==> config.mk <==
export PLATFORM = sky130hd
export DESIGN_NAME = memory_port_arbiter
export DESIGN_NICKNAME = d
export VERILOG_FILES = /design/src/rtl/mem_arbiter_pkg.sv /design/src/rtl/memory_port_arbiter_starvation_counter.sv /design/src/rtl/memory_port_arbiter.sv
export SDC_FILE = /design/constraint.sdc
export NUM_CORES = 1
export LEC_CHECK = 0
export CORE_ASPECT_RATIO = 1.2
export CORE_UTILIZATION = 40
export DETAILED_ROUTE_END_ITERATION = 7
export PLACE_DENSITY = 0.81
export SLEW_MARGIN = 20
export SYNTH_ARGS = -nofsm -noshare
export SYNTH_HDL_FRONTEND = slang
export SYNTH_SLANG_ARGS = --single-unit
==> constraint.sdc <==
create_clock -name clk_i -period 2.3 [get_ports clk_i]
set_input_delay 0.46 -clock clk_i [delete_from_list [all_inputs] [get_ports clk_i]]
set_output_delay 0.46 -clock clk_i [all_outputs]
set_load 0.01 [all_outputs]
==> src/rtl/mem_arbiter_pkg.sv <==
`default_nettype none
// ============================================================================
// Module   : mem_arbiter_pkg
// Purpose  : Shared types and constants for memory_port_arbiter and its
//            optional starvation_counter (MEM_ARBITER_STARVATION_GUARD_EN).
// Contents : arbiter_state_e, arbiter_owner_e, mem_request_t,
//            StarveCountWidth.
// Revision : 1.0 - initial release
// ============================================================================
package mem_arbiter_pkg;

  // Width of the consecutive-data-grant counter; covers MaxDataGrants 1..15.
  localparam int StarveCountWidth = 4;

  typedef enum logic [1:0] {
    IDLE  = 2'd0,
    ISSUE = 2'd1,
    WAIT  = 2'd2
  } arbiter_state_e;

  typedef enum logic {
    OWNER_INSTR = 1'b0,
    OWNER_DATA  = 1'b1
  } arbiter_owner_e;

  typedef struct packed {
    logic [31:0] address;
    logic        write;
    logic [31:0] wdata;
    logic [3:0]  wstrb;
  } mem_request_t;

endpackage
`default_nettype wire

==> src/rtl/memory_port_arbiter_starvation_counter.sv <==
`default_nettype none
// ============================================================================
// Module   : starvation_counter
// Purpose  : Counts consecutive data grants taken while an instruction
//            request waits, and asks the arbiter to force an instruction
//            grant once MaxDataGrants is reached. Only instantiated when
//            MEM_ARBITER_STARVATION_GUARD_EN is defined.
// Ports    : clk_i, rst_ni        - clock, async active-low reset
//            idle_i               - arbiter is in IDLE this cycle
//            instr_req_valid_i    - instruction request pending
//            grant_instr_i        - instruction handshake this cycle
//            grant_data_i         - data handshake this cycle
//            force_instr_o        - instruction must win the next tie
// Revision : 1.0 - initial release
// ============================================================================
module starvation_counter
  import mem_arbiter_pkg::*;
#(
  parameter int MaxDataGrants = 4
) (
  input  logic clk_i,
  input  logic rst_ni,
  input  logic idle_i,
  input  logic instr_req_valid_i,
  input  logic grant_instr_i,
  input  logic grant_data_i,
  output logic force_instr_o
);

  localparam logic [StarveCountWidth-1:0] MaxCount = StarveCountWidth'(MaxDataGrants);

  logic [StarveCountWidth-1:0] count_q, count_d;

  always_comb begin
    count_d = count_q;
    if (grant_instr_i) begin
      count_d = '0;
    end else if (idle_i && !instr_req_valid_i) begin
      // Nobody is starving, so the run of data grants is broken.
      count_d = '0;
    end else if (grant_data_i && instr_req_valid_i && (count_q < MaxCount)) begin
      count_d = count_q + StarveCountWidth'(1);
    end
  end

  always_ff @(posedge clk_i or negedge rst_ni) begin
    if (!rst_ni) begin
      count_q <= '0;
    end else begin
      count_q <= count_d;
    end
  end

  assign force_instr_o = (count_q == MaxCount);

endmodule
`default_nettype wire

==> src/rtl/memory_port_arbiter.sv <==
`default_nettype none
// ============================================================================
// Module   : memory_port_arbiter
// Purpose  : Shares one external memory port between the instruction-fetch
//            and data-access requesters, one transaction outstanding at a
//            time. Data has priority; defining MEM_ARBITER_STARVATION_GUARD_EN
//            adds a guard forcing an instruction grant after MaxDataGrants
//            consecutive data grants taken while instruction was waiting.
// Ports    : clk_i, rst_ni                    - clock, async active-low reset
//            instr_req_* / instr_rsp_*        - instruction requester
//            data_req_*  / data_rsp_*         - data requester
//            mem_req_*   / mem_rsp_*          - memory bus
//            protocol_error_o                 - sticky unexpected-response flag
// Revision : 1.0 - initial release
// ============================================================================
module memory_port_arbiter
  import mem_arbiter_pkg::*;
#(
  parameter int MaxDataGrants = 4
) (
  input  logic        clk_i,
  input  logic        rst_ni,

  input  logic        instr_req_valid_i,
  input  logic [31:0] instr_req_address_i,
  output logic        instr_req_ready_o,
  output logic        instr_rsp_valid_o,
  output logic [31:0] instr_rsp_data_o,

  input  logic        data_req_valid_i,
  input  logic [31:0] data_req_address_i,
  input  logic        data_req_write_i,
  input  logic [31:0] data_req_wdata_i,
  input  logic [3:0]  data_req_wstrb_i,
  output logic        data_req_ready_o,
  output logic        data_rsp_valid_o,
  output logic [31:0] data_rsp_data_o,

  output logic        mem_req_valid_o,
  output logic [31:0] mem_req_address_o,
  output logic        mem_req_write_o,
  output logic [31:0] mem_req_wdata_o,
  output logic [3:0]  mem_req_wstrb_o,
  input  logic        mem_req_ready_i,
  input  logic        mem_rsp_valid_i,
  input  logic [31:0] mem_rsp_data_i,

  output logic        protocol_error_o
);

  arbiter_state_e state_q, state_d;
  arbiter_owner_e owner_q, owner_d;
  mem_request_t   req_q, req_d;

  logic [31:0] instr_rsp_data_q, instr_rsp_data_d;
  logic [31:0] data_rsp_data_q, data_rsp_data_d;
  logic        instr_rsp_valid_q, instr_rsp_valid_d;
  logic        data_rsp_valid_q, data_rsp_valid_d;
  logic        protocol_error_q, protocol_error_d;

  logic grant_instr;
  logic grant_data;
  logic force_instr;
  logic rsp_accept;

  // --------------------------------------------------------------------------
  // Optional starvation guard
  // --------------------------------------------------------------------------
`ifdef MEM_ARBITER_STARVATION_GUARD_EN
  starvation_counter #(
    .MaxDataGrants(MaxDataGrants)
  ) u_starvation_counter (
    .clk_i             (clk_i),
    .rst_ni            (rst_ni),
    .idle_i            (state_q == IDLE),
    .instr_req_valid_i (instr_req_valid_i),
    .grant_instr_i     (grant_instr),
    .grant_data_i      (grant_data),
    .force_instr_o     (force_instr)
  );
`else
  logic [StarveCountWidth-1:0] unused_max_grants;
  assign unused_max_grants = StarveCountWidth'(MaxDataGrants);
  assign force_instr       = 1'b0;
`endif

  // --------------------------------------------------------------------------
  // Grant: a grant is also the handshake, since ready only goes to a valid
  // requester. Gated by rst_ni so every output is low while reset is held.
  // --------------------------------------------------------------------------
  always_comb begin
    grant_instr = 1'b0;
    grant_data  = 1'b0;
    if ((state_q == IDLE) && rst_ni) begin
      if (data_req_valid_i && !(instr_req_valid_i && force_instr)) begin
        grant_data = 1'b1;
      end else if (instr_req_valid_i) begin
        grant_instr = 1'b1;
      end
    end
  end

  // Only a response during WAIT belongs to a transaction.
  assign rsp_accept = (state_q == WAIT) && mem_rsp_valid_i;

  // --------------------------------------------------------------------------
  // FSM: state register
  // --------------------------------------------------------------------------
  always_ff @(posedge clk_i or negedge rst_ni) begin
    if (!rst_ni) begin
      state_q <= IDLE;
    end else begin
      state_q <= state_d;
    end
  end

  // --------------------------------------------------------------------------
  // FSM: next state
  // --------------------------------------------------------------------------
  always_comb begin
    state_d = state_q;
    case (state_q)
      IDLE:    if (grant_instr || grant_data) state_d = ISSUE;
      // A response coinciding with mem_req_ready_i is illegal and not taken.
      ISSUE:   if (mem_req_ready_i) state_d = WAIT;
      WAIT:    if (mem_rsp_valid_i) state_d = IDLE;
      default: state_d = IDLE;
    endcase
  end

  // --------------------------------------------------------------------------
  // FSM: outputs
  // --------------------------------------------------------------------------
  always_comb begin
    instr_req_ready_o = grant_instr;
    data_req_ready_o  = grant_data;
    mem_req_valid_o   = (state_q == ISSUE);
  end

  // --------------------------------------------------------------------------
  // Datapath next-state
  // --------------------------------------------------------------------------
  always_comb begin
    req_d             = req_q;
    owner_d           = owner_q;
    instr_rsp_valid_d = 1'b0;
    data_rsp_valid_d  = 1'b0;
    instr_rsp_data_d  = instr_rsp_data_q;
    data_rsp_data_d   = data_rsp_data_q;

    if (grant_data) begin
      req_d.address = data_req_address_i;
      req_d.write   = data_req_write_i;
      req_d.wdata   = data_req_wdata_i;
      req_d.wstrb   = data_req_wstrb_i;
      owner_d       = OWNER_DATA;
    end else if (grant_instr) begin
      req_d.address = instr_req_address_i;
      req_d.write   = 1'b0;
      req_d.wdata   = '0;
      req_d.wstrb   = '0;
      owner_d       = OWNER_INSTR;
    end

    if (rsp_accept) begin
      if (owner_q == OWNER_DATA) begin
        data_rsp_valid_d = 1'b1;
        // Writes are acknowledged with zero data, whatever memory returns.
        data_rsp_data_d  = req_q.write ? 32'd0 : mem_rsp_data_i;
      end else begin
        instr_rsp_valid_d = 1'b1;
        instr_rsp_data_d  = mem_rsp_data_i;
      end
    end

    protocol_error_d = protocol_error_q | (mem_rsp_valid_i && (state_q != WAIT));
  end

  always_ff @(posedge clk_i or negedge rst_ni) begin
    if (!rst_ni) begin
      req_q             <= '0;
      owner_q           <= OWNER_INSTR;
      instr_rsp_valid_q <= 1'b0;
      data_rsp_valid_q  <= 1'b0;
      instr_rsp_data_q  <= '0;
      data_rsp_data_q   <= '0;
      protocol_error_q  <= 1'b0;
    end else begin
      req_q             <= req_d;
      owner_q           <= owner_d;
      instr_rsp_valid_q <= instr_rsp_valid_d;
      data_rsp_valid_q  <= data_rsp_valid_d;
      instr_rsp_data_q  <= instr_rsp_data_d;
      data_rsp_data_q   <= data_rsp_data_d;
      protocol_error_q  <= protocol_error_d;
    end
  end

  assign mem_req_address_o = req_q.address;
  assign mem_req_write_o   = req_q.write;
  assign mem_req_wdata_o   = req_q.wdata;
  assign mem_req_wstrb_o   = req_q.wstrb;
  assign instr_rsp_valid_o = instr_rsp_valid_q;
  assign instr_rsp_data_o  = instr_rsp_data_q;
  assign data_rsp_valid_o  = data_rsp_valid_q;
  assign data_rsp_data_o   = data_rsp_data_q;
  assign protocol_error_o  = protocol_error_q;

endmodule
`default_nettype wire

==> flow_metrics.py <==
metrics = {
    "sta": {
        "clock.fmax_ghz": 0.486,
        "worst_slew_pin_slew_ns": 0.754,
        "fin_skew_ns": 0.00778,
        "setup_tns_ns": 0,
        "setup_violations": 0,
        "hold_viol": 0,
        "fin_crit_ns": 2.06,
        "fin_crit_sh_pct": 89.5,
        "maxSlewViolCount": 0,
        "slew_headroom_pct": 49.7,
        "rsz0062_at_grt": "no",
    },
    "routing": {
        "wl_met3_mm": 1.32,
        "m1WireLength_mm": 6.35,
        "vias_per_cell": 5.34,
        "first_pass_iters": 5,
        "drt.antenna.violating_nets": 0,
        "wl_per_cell_um": 18.4,
        "drc": 0,
        "wl_mm": 16.8,
        "met2WireLength_mm": 8.49,
        "num_vias": 4891,
        "top_layer_used": "met4",
        "dr.first_iter.drc_count": 272,
    },
    "synth": {
        "syn_avg_cell_area_um2": 12.3,
        "yosys-top-cells-area": "dfrtp_1, mux2_2, a22o_1",
        "mappedNetlistNets": 596,
        "synth.largest_area_cell": "dfrtp_1",
        "syn_area_mm2": 0.00562,
        "post_synth_num_cell_types": 23,
        "synth_top_area_share_pct": 61.9,
        "ys_seq_area_share_pct": 61.9,
        "syn_inst": 457,
        "ys_warn_count": 0,
        "ys_ff_latch": 139,
    },
    "global_routing": {
        "grt_pass1_wl_mm": 26.5,
        "grt_start_max_net_pins": 83,
        "first_global_vias": 5282,
        "antenna_found_initial": 0,
        "grt_overflow": 0,
        "grt_util_all_layers_pct": 23.8,
    },
    "final_layout": {
        "stdcell_count": 916,
        "layout_commonest_cell": "clkdlybuf4s50_1",
        "final_util_pct": 66.6,
        "layout_common_cells": "clkdlybuf4s50_1, dfrtp_1, nand2_1",
        "drive_above_1_share_pct": 11.8,
        "nets": 872,
        "area_delta_synth_final_pct": 63.1,
        "fillers": 1063,
        "antennaDiodeCount": 0,
    },
    "clock_tree": {
        "cts_tree": "built",
        "htreeDepth": 4,
        "insertion_delay_ns": 0.41,
        "cts-buffers-inserted": 17,
        "clkTransAtPathRegs_ns": 0.06,
        "cts_buffer_depth": 2,
        "clockRootBuffer": "clkbuf_16",
        "hold_buffers": 0,
        "cts_sinks": 139,
    },
    "place": {
        "dp_cells": 883,
        "dp_hpwl_mm": 12.0,
        "place_congestion": 0.775,
        "port_buffers": 277,
    },
    "setup_path": {
        "crit_type": "input pin to output pin",
        "cp_max_fo": 2,
        "path_cells": "clkdlybuf4s50_1, nor4bb_4, dlygate4sd2_1",
        "crit_buf_inv": 2,
        "crit_slowest_cell": "clkdlybuf4s50_1",
        "critPathMaxStageDelay_ns": 0.49,
        "cp-start-kind": "input pin",
        "worstPathArrival_ns": 1.60,
        "crit_family": "buffers and inverters",
        "worstPathRequired_ns": 1.84,
        "crit_path_end_kind": "output pin",
    },
    "power_and_ir_drop": {
        "peakVddDrop_mv": 0.662,
        "power_density_mw_per_mm2": 1320,
        "cellLeakagePower_nw": 3.94,
    },
    "run": {
        "cap_viol_max_count": 0,
    },
    "floorplan": {
        "core-area_mm2": 0.0138,
        "die_area_mm2": 0.0145,
        "pin_count": 278,
        "start_util_pct": 40.8,
        "fp.dieH_um": 132,
        "rows": 47,
        "die_x_um": 110,
    },
    "outcome": {
        "outcome": "finished, final reports clean",
    },
    "hold_path": {
        "hold_class": "input pin to asynchronous set/reset pin",
    },
}
report_power, final:
part	internal, mW	total, mW	switching [mW]
registers	3.62	4.41	0.789
clock network	1.38	2.44	1.05
logic	3.13	5.23	2.10
total	8.13	12.1	3.94
cell usage after synthesis:
master and n:
a21o_1 2, a22oi_1 32, nor3b_4 2, mux2_2 32, o21ai_1 1, buf_6 3, nand4b_1 1, or3b_1 1
a22o_1 37, buf_2 17, nor2b_1 1, clkbuf_1 17, nand2b_1 33, o2bb2ai_1 1, dfrtp_1 139, a32oi_1 32
o21ai_0 33, clkinv_1 1, nor2_1 2, nand2_1 65, nand2b_2 1, nor4bb_1 2, inv_1 2
stage by stage:
stage / hold slack (ns) / power [mW] / instance area, um^2 / setup slack [ns]
3_5_place_dp: 0.453 / 9.68 / 8620 / -0.0566
4_1_cts: 0.0133 / 12.2 / 9160 / 0.228
2_1_floorplan: 0.164 / 6.44 / 5620 / 0.696
5_1_grt: 0.0337 / 12.8 / 9170 / 0.163
3_3_place_gp: 0.444 / 9.47 / 8620 / -0.0691
6_report: 0.0249 / 12.1 / 9170 / 0.242
cell type report:
type | count | area (um^2) | area share (%)
multi-input combinational | 278 | 1980 | 21.6
timing repair buffer | 294 | 2950 | 32.2
clock inverter | 12 | 93.8 | 1.02
clock buffer | 19 | 433 | 4.72
sequential | 139 | 3480 | 38.0
tap | 171 | 214 | 2.33
inverter | 3 | 11.3 | 0.123
worst register-to-register path, cell delays in order, from the launching register on:
cell,delay [ns]
dfrtp_2,0.49
nor4bb_4,0.30
buf_4,0.65
a22oi_1,0.19
nand2_1,0.13
registers in the layout, summed over array words and instances (netlist names):
register           flops
data_rsp_data_o       32
data_rsp_valid_o       1
instr_rsp_data_o      32
instr_rsp_valid_o      1
mem_req_address_o     32
mem_req_wdata_o       32
mem_req_write_o        1
mem_req_wstrb_o        4
owner_q                1
protocol_error_o       1
state_q                2
cell families after synthesis:
kind of cell           Yosys count  synth area share, %
buffers and inverters           40                 3.45
AND/OR/NAND/NOR                108                 9.75
flip-flops                     139                 61.9
AO/OA/AOI/OAI                  138                 18.5
multiplexers                    32                 6.41
path summary, 6_finish.rpt:
kind,from,to,slack (ns),cells past startpoint
hold reg to reg,protocol_error_o$_DFF_PN0_,protocol_error_o$_DFF_PN0_,0.47,1
hold / removal,rst_ni,mem_req_address_o[24]$_DFFE_PN0P_,0.02,2
setup / recovery,data_req_valid_i,data_req_ready_o,0.24,3
setup reg to reg,state_q[0]$_DFFE_PN0P_,mem_req_address_o[18]$_DFFE_PN0P_,0.49,4
min in group clk_i,protocol_error_o$_DFF_PN0_,protocol_error_o$_DFF_PN0_,0.47,1
max in group asynchronous,rst_ni,protocol_error_o$_DFF_PN0_,1.05,3
timing repair:
item | 4_1_cts | 5_1_grt
gates resized for setup | 5 | 0
endpoints found under the setup margin | 3 | 0
setup buffers | 2 | 0
layer usage:
| metal | track usage (%) | up-vias |
|---|---|---|
| li1 | - | 2228 |
| met1 | 26.5 | 2378 |
| met2 | 41.0 | 240 |
| met3 | 6.72 | 45 |
| met4 | 12.1 | 0 |
| met5 | 0 | - |
No activity file was read; power rests on OpenSTA's default activity.
